### src/rtl/gate_sweep_ctrl_pkg.sv
// ---------------------------------------------------------------------------
// gate_sweep_ctrl_pkg
//   Shared definitions for the gate sweep controllers:
//     - state_t        : sweep FSM states (binary encoded)
//     - GRAY_TABLE     : input vectors in Gray order, entry k at bits [2k+1:2k]
//     - EXP_*          : expected truth tables, bit index = {x,y}
//     - gray_vec()     : looks up vector k of the Gray sequence
//     - expected_for() : expected truth table for a gate kind
//   No ports; imported by the interface, the timer and the top.
// ---------------------------------------------------------------------------
package gate_sweep_ctrl_pkg;

  // Counter width of the settle timer; SETTLE_CYCLES must fit in it.
  localparam int unsigned SETTLE_WIDTH = 8;

  typedef enum logic [1:0] {
    ST_IDLE   = 2'd0,
    ST_SETTLE = 2'd1,
    ST_SAMPLE = 2'd2,
    ST_DONE   = 2'd3
  } state_t;

  // Vector order 00, 01, 11, 10: one input toggles per step, so a glitch
  // on the gate output can only come from the single changing input.
  localparam logic [7:0] GRAY_TABLE = {2'b10, 2'b11, 2'b01, 2'b00};

  // Truth tables indexed by {x,y}: bit 0 = 00, bit 1 = 01, bit 2 = 10, bit 3 = 11.
  localparam logic [3:0] EXP_OR   = 4'b1110;
  localparam logic [3:0] EXP_AND  = 4'b1000;
  localparam logic [3:0] EXP_XOR  = 4'b0110;
  localparam logic [3:0] EXP_NAND = 4'b0111;

  typedef enum logic [1:0] {
    GATE_OR   = 2'd0,
    GATE_AND  = 2'd1,
    GATE_XOR  = 2'd2,
    GATE_NAND = 2'd3
  } gate_kind_t;

  function automatic logic [1:0] gray_vec(input logic [1:0] idx);
    logic [7:0] table_bits;
    table_bits = GRAY_TABLE;
    return table_bits[{idx, 1'b0} +: 2];
  endfunction

  function automatic logic [3:0] expected_for(input gate_kind_t kind);
    logic [3:0] result;
    case (kind)
      GATE_OR:   result = EXP_OR;
      GATE_AND:  result = EXP_AND;
      GATE_XOR:  result = EXP_XOR;
      GATE_NAND: result = EXP_NAND;
      default:   result = EXP_OR;
    endcase
    return result;
  endfunction

endpackage

### src/rtl/gate_sweep_ctrl_if.sv
// ---------------------------------------------------------------------------
// gate_sweep_ctrl_if
//   Bundles the host handshake and the gate-under-test connections of one
//   sweeper.
//     start       host -> sweeper  request a sweep
//     busy        sweeper -> host  sweep in progress
//     done        sweeper -> host  one-cycle result-valid pulse
//     truth_table sweeper -> host  captured gate outputs, bit {x,y}
//     mismatch    sweeper -> host  truth_table XOR expected
//     pass        sweeper -> host  mismatch == 0
//     x, y        sweeper -> gate  gate inputs
//     z           gate -> sweeper  gate output
//   slave  : the sweeper side
//   master : the environment side (host plus gate)
// ---------------------------------------------------------------------------
interface gate_sweep_ctrl_if;

  logic       start;
  logic       busy;
  logic       done;
  logic [3:0] truth_table;
  logic [3:0] mismatch;
  logic       pass;
  logic       x;
  logic       y;
  logic       z;

  modport slave (
    input  start,
    input  z,
    output busy,
    output done,
    output truth_table,
    output mismatch,
    output pass,
    output x,
    output y
  );

  modport master (
    output start,
    output z,
    input  busy,
    input  done,
    input  truth_table,
    input  mismatch,
    input  pass,
    input  x,
    input  y
  );

endinterface

### src/rtl/gate_sweep_ctrl_settle_timer.sv
// ---------------------------------------------------------------------------
// settle_timer
//   Loadable down-counter used to hold each vector for a fixed number of
//   cycles before sampling.
//     clk        in   rising-edge clock
//     reset      in   synchronous, active-high; clears the count
//     load       in   load load_value (takes priority over en)
//     en         in   decrement by one; holds at zero
//     load_value in   WIDTH-bit reload value
//     last       out  count is zero (final cycle of the window)
//   Loading N gives N+1 cycles before last is seen with en held high.
// ---------------------------------------------------------------------------
module settle_timer #(
  parameter int unsigned WIDTH = 8
) (
  input  logic             clk,
  input  logic             reset,
  input  logic             load,
  input  logic             en,
  input  logic [WIDTH-1:0] load_value,
  output logic             last
);

  logic [WIDTH-1:0] count;

  // Load wins over decrement; the count saturates at zero so an
  // over-long enable can never wrap into a huge window.
  always_ff @(posedge clk) begin
    if (reset) begin
      count <= '0;
    end else if (load) begin
      count <= load_value;
    end else if (en && (count != '0)) begin
      count <= count - 1'b1;
    end
  end

  assign last = (count == '0);

endmodule

### src/rtl/gate_sweep_ctrl.sv
// ---------------------------------------------------------------------------
// gate_sweep_ctrl
//   Clocked, self-checking sweep of one 2-input combinational gate. Drives
//   the four input vectors in Gray order, holds each for SETTLE_CYCLES
//   cycles, samples z one cycle later, builds the truth table and compares
//   it with EXPECTED.
//   Parameters:
//     SETTLE_CYCLES  cycles each vector is held before sampling (1..255)
//     EXPECTED       expected truth table, bit index {x,y} (default OR)
//   Ports:
//     clk    in   rising-edge clock
//     reset  in   synchronous, active-high; abandons any sweep in progress
//     bus    slave side of gate_sweep_ctrl_if (host handshake + gate pins)
// ---------------------------------------------------------------------------
module gate_sweep_ctrl
  import gate_sweep_ctrl_pkg::*;
#(
  parameter int unsigned SETTLE_CYCLES = 2,
  parameter logic [3:0]  EXPECTED      = EXP_OR
) (
  input  logic               clk,
  input  logic               reset,
  gate_sweep_ctrl_if.slave   bus
);

  // The timer counts down to zero, so SETTLE_CYCLES cycles of hold means
  // loading one less than that.
  localparam logic [SETTLE_WIDTH-1:0] SETTLE_LOAD = SETTLE_WIDTH'(SETTLE_CYCLES - 1);

  state_t     state;
  state_t     next_state;
  logic [1:0] idx;
  logic [1:0] vec;
  logic [3:0] truth_table_q;
  logic [3:0] table_with_z;
  logic [3:0] mismatch_q;
  logic       pass_q;
  logic       timer_load;
  logic       timer_en;
  logic       timer_last;

  settle_timer #(
    .WIDTH (SETTLE_WIDTH)
  ) u_settle_timer (
    .clk        (clk),
    .reset      (reset),
    .load       (timer_load),
    .en         (timer_en),
    .load_value (SETTLE_LOAD),
    .last       (timer_last)
  );

  // State register.
  always_ff @(posedge clk) begin
    if (reset) begin
      state <= ST_IDLE;
    end else begin
      state <= next_state;
    end
  end

  // Next-state logic. start only matters in IDLE, so a start seen while
  // busy or during DONE is simply dropped rather than queued.
  always_comb begin
    next_state = state;
    case (state)
      ST_IDLE:   if (bus.start)  next_state = ST_SETTLE;
      ST_SETTLE: if (timer_last) next_state = ST_SAMPLE;
      ST_SAMPLE: next_state = (idx == 2'd3) ? ST_DONE : ST_SETTLE;
      ST_DONE:   next_state = ST_IDLE;
      default:   next_state = ST_IDLE;
    endcase
  end

  // Output and control decode. The vector stays on the pins through
  // SAMPLE so z is captured against the same inputs it settled on.
  always_comb begin
    vec        = 2'b00;
    timer_load = 1'b0;
    timer_en   = 1'b0;
    case (state)
      ST_IDLE: begin
        timer_load = bus.start;
      end
      ST_SETTLE: begin
        vec      = gray_vec(idx);
        timer_en = !timer_last;
      end
      ST_SAMPLE: begin
        vec        = gray_vec(idx);
        timer_load = (idx != 2'd3);
      end
      default: begin
        vec = 2'b00;
      end
    endcase
  end

  assign bus.x           = vec[1];
  assign bus.y           = vec[0];
  assign bus.busy        = (state != ST_IDLE);
  assign bus.done        = (state == ST_DONE);
  assign bus.truth_table = truth_table_q;
  assign bus.mismatch    = mismatch_q;
  assign bus.pass        = pass_q;

  // Truth table including the bit being sampled this cycle; used so the
  // verdict can be registered together with the final sample and is
  // already valid while done is high.
  always_comb begin
    table_with_z      = truth_table_q;
    table_with_z[vec] = bus.z;
  end

  // Result datapath: clear on an accepted start, capture z in SAMPLE,
  // and latch the verdict alongside the last sample.
  always_ff @(posedge clk) begin
    if (reset) begin
      idx           <= 2'd0;
      truth_table_q <= 4'b0000;
      mismatch_q    <= 4'b0000;
      pass_q        <= 1'b0;
    end else begin
      case (state)
        ST_IDLE: begin
          if (bus.start) begin
            idx           <= 2'd0;
            truth_table_q <= 4'b0000;
            mismatch_q    <= 4'b0000;
            pass_q        <= 1'b0;
          end
        end
        ST_SAMPLE: begin
          truth_table_q <= table_with_z;
          if (idx == 2'd3) begin
            mismatch_q <= table_with_z ^ EXPECTED;
            pass_q     <= (table_with_z == EXPECTED);
          end else begin
            idx <= idx + 2'd1;
          end
        end
        default: begin
          idx <= idx;
        end
      endcase
    end
  end

endmodule
### src/flat_wrapper.sv
// flat-port wrapper written by rule: the top's interface ports become plain ports
module gate_sweep_ctrl_flat import gate_sweep_ctrl_pkg::*;
#(
  parameter int unsigned SETTLE_CYCLES = 2,
  parameter logic [3:0]  EXPECTED      = EXP_OR
)
  (clk, reset, bus_start, bus_z, bus_busy, bus_done, bus_truth_table, bus_mismatch, bus_pass, bus_x, bus_y);
  gate_sweep_ctrl_if bus_i ();
  input  logic clk;
  input  logic reset;
  input wire logic [$bits(bus_i.start)-1:0] bus_start;
  input wire logic [$bits(bus_i.z)-1:0] bus_z;
  output wire logic [$bits(bus_i.busy)-1:0] bus_busy;
  output wire logic [$bits(bus_i.done)-1:0] bus_done;
  output wire logic [$bits(bus_i.truth_table)-1:0] bus_truth_table;
  output wire logic [$bits(bus_i.mismatch)-1:0] bus_mismatch;
  output wire logic [$bits(bus_i.pass)-1:0] bus_pass;
  output wire logic [$bits(bus_i.x)-1:0] bus_x;
  output wire logic [$bits(bus_i.y)-1:0] bus_y;
  assign bus_i.start = bus_start;
  assign bus_i.z = bus_z;
  assign bus_busy = bus_i.busy;
  assign bus_done = bus_i.done;
  assign bus_truth_table = bus_i.truth_table;
  assign bus_mismatch = bus_i.mismatch;
  assign bus_pass = bus_i.pass;
  assign bus_x = bus_i.x;
  assign bus_y = bus_i.y;
  gate_sweep_ctrl #(.SETTLE_CYCLES(SETTLE_CYCLES), .EXPECTED(EXPECTED)) u_core (.clk(clk), .reset(reset), .bus(bus_i));
endmodule
### config.mk
export PLATFORM = sky130hd
export DESIGN_NAME = gate_sweep_ctrl_flat
export DESIGN_NICKNAME = d
export VERILOG_FILES = /design/src/rtl/gate_sweep_ctrl_pkg.sv /design/src/rtl/gate_sweep_ctrl_if.sv /design/src/rtl/gate_sweep_ctrl_settle_timer.sv /design/src/rtl/gate_sweep_ctrl.sv /design/src/flat_wrapper.sv
export SDC_FILE = /design/constraint.sdc
export NUM_CORES = 1
export LEC_CHECK = 0
export BUFFER_PORTS_ARGS = -buffer_cell sky130_fd_sc_hd__buf_2
export CAP_MARGIN = 20
export CORE_UTILIZATION = 60
export CTS_CLUSTER_SIZE = 14
export DETAILED_ROUTE_END_ITERATION = 16
export GPL_TIMING_DRIVEN = 0
export HOLD_SLACK_MARGIN = 0.02
export PLACE_DENSITY_LB_ADDON = 0.12
export SYNTH_ARGS = -nofsm -noshare
export SYNTH_HDL_FRONTEND = slang
export SYNTH_HIERARCHICAL = 1
export SYNTH_SLANG_ARGS = --single-unit
### constraint.sdc
create_clock -name clk -period 5.3 [get_ports clk]
set_input_delay 0.265 -clock clk [delete_from_list [all_inputs] [get_ports clk]]
set_output_delay 0.265 -clock clk [all_outputs]
set_load 0.02 [all_outputs]
==> impl_metrics.toml <==
[global_route]
grt_start_max_net_pins = 12
grt_pass1_wl_um = 5130
grt_use_total_pct = 26.7
antenna_found_initial = 0
grt_pass1_vias = 1145
overflow = 0

[drt]
drt_iter0_drc = 41
dr.pass1.iters = 4
ant_nets = 0
wirelength_um = 3020
viasPerCell = 5.95
wl_met3_um = 160
post_drt_wl_per_cell_um = 14.4
vias = 1250
remaining_drc_errors = 0
met2_length_um = 1450
top_layer_used = "met4"
m1WireLength_um = 1380

[pwr]
p_leak_nw = 0.635
p_per_area_mw_per_mm2 = 506
vdd_drop_max_mv = 0.337
power_mw = 0.776

[cells_and_area]
syn_to_final_growth_pct = 11.9
layout.nets = 196
layout-drive-gt1-share_pct = 20.2
fill_cells = 163
antenna_cells = 0

[cts]
path_clk_slew_ns = 0.13
cts.htree.levels = 1
clockRootBuffer = "clkbuf_4"
post_cts_resized = 0
cts.sink_count = 21
postCtsSetupRepairBufs = 0
insertion_delay_ns = 0.31
cts_buffer_depth = 2
cts_tree = "yes"
numCtsBuffers = 3
ctsHoldBuffers = 0

[floorplanning]
start_util_pct = 66.4
die_x_um = 49.8
rows = 16
die_h_um = 49.8
coreArea_mm2 = 0.00206
io_pins = 17
die_area_mm2 = 0.00248

[min_path]
hp-class = "primary input to flip-flop"

[timing]
final-setup-viol-count = 0
finalHoldViolCount = 0
period_needed_ns = 2.59
finalSetupTns_ns = 0
fin_crit_sh_pct = 48.8
tightest_slew_ns = 0.604
rsz0062_at_grt = "false"
final-max-slew-violation-count = 0
slew_headroom_pct = 59.6
fmax_mhz = 386
layout_setup_ws_ns = 2.71
skew_ns = 0.0106

[setup_path]
slowest_delay_ns = 0.53
critPathMaxFanout = 6
crit_slowest_cell = "or3b_2"
critical_path.startpoint = "u_core/u_settle_timer/count[1]"
cp-start-kind = "flip-flop"
cp.required_ns = 5.53
critical_path.cell_chain = "inv_1 -> ha_1 -> inv_1 -> nor4_1 -> nor2b_1 -> or3b_2 -> nor3_1 -> mux2i_1 -> a211oi_1"
r2r_cells = 9
critPathKind = "flip-flop to flip-flop"
rr_endpoint = "u_core/u_settle_timer/count[7]"
cp-end-kind = "flip-flop"
arrival_ns = 2.82
critPathCapture = "u_core/u_settle_timer/count[7]"
rrSetupSlack_ns = 2.71
r2r_start = "u_core/u_settle_timer/count[1]"
cp_common_cell = "inv_1"

[synth]
synth-seq-area-share_pct = 30.7
syn_inst = 157
ys_seq_elements = 21
yosysTopAreaCell = "dfxtp_1"
avgSynthCellArea_um2 = 8.73
async_reset_ff_share_pct = 0
ys.flop_type = "dfxtp_1"
yosysUniqueCellTypes = 54
synth_top_cell_area_share_pct = 30.7
synth-edff-count = 0
ys_top_cells_by_count = "21 x dfxtp_1, 17 x nor2_1, 10 x inv_1"
synth_area_mm2 = 0.00137
synth.most_common_cell = "dfxtp_1"
synth_top_cells_by_area = "dfxtp_1 31%, ha_1 7.3%, nor2_1 4.7%, a21oi_1 2.9%, inv_1 2.7%"
ys.warnings.count = 6

[placement]
globalplace.congestion = 0.872
dpl_worst_slack_ns = 2.79
portBuffers = 16
dp_hpwl_um = 2210

[outcome]
status = "finished, final reports clean"

[job]
maxCapViolations = 0
## worst max-delay path, delay by kind of cell (launching register included)
| kind | cells | cell delay, ns |
|---|---|---|
| AOI/OAI and AO/OA | 1 | 0.27 |
| adders and majority gates | 1 | 0.20 |
| buffers and inverters | 2 | 0.21 |
| DFF | 1 | 0.42 |
| muxes | 1 | 0.11 |
| and+or+nand+nor | 4 | 1.28 |
## state kept, by name, indices dropped and copies added (netlist names)
name and cells:
u_core/state 2, u_core/bus.pass 1, u_core/idx 2, u_core/u_settle_timer/count 8, u_core/bus.truth_table 4, u_core/bus.mismatch 4
## cell families after synthesis
family                     synth area share (%)
and+or+nand+nor                            25.8
AOI/OAI and AO/OA                          24.3
DFF                                        30.7
buffers and inverters                      6.30
adders and majority gates                  7.31
muxes                                      3.20
xor gates and xnor gates                   1.92
other                                     0.548
## metrics by stage
step	util, %	cells	instance area [um2]	hold slack [ns]
after detailed placement	73.1	206	1510	0.489
after CTS	74.3	210	1530	0.153
after global placement	73.1	206	1510	0.455
after floorplan	-	163	1390	0.334
final	74.3	210	1530	0.152
after global routing	74.3	210	1530	0.141
## cell usage in the layout (no fill, tap or decap), types with 4 or more instances in the layout
cell type  Yosys  layout
a21oi_1        8       8
nand2_1        8       8
o21ai_1        4       4
inv_1         10      10
a2bb2oi_1      4       4
ha_1           8       8
buf_2          0      16
conb_1         2       8
dfxtp_1       21      21
nor2_1        17      17
o21ai_0        4       4
## area by class of cell
class	instances	area [um2]	area share, %
plain buffers	6	45.0	2.94
repair buffers	16	80.1	5.22
flip-flops and latches	21	420	27.4
clock buffers	4	26.3	1.71
inverters	11	41.3	2.69
multi-input cells	125	886	57.8
well taps	27	33.8	2.20
## power breakdown
part / leakage [nW] / switching (mW) / internal [mW]
Clock: 0.0150 / 0.0515 / 0.0294
Sequential: 0.171 / 0.0482 / 0.197
Combinational: 0.448 / 0.265 / 0.184
## routing by layer
metal | vias to the layer above | track usage, %
met1 | 588 | 35.9
li1 | 614 | -
met2 | 44 | 43.9
met4 | 0 | 8.10
met5 | - | 0
met3 | 4 | 3.70
## worst min path at each step
stage,start,to,cells past startpoint
floorplan,reset,u_core/idx[1],1
global placement,u_core/bus.pass,u_core/bus.pass,2
detailed placement,u_core/bus.pass,u_core/bus.pass,2
CTS,reset,u_core/state[0],2
global route,reset,u_core/state[1],2
finish,reset,u_core/state[1],2
(Power assumes the default switching activity.)
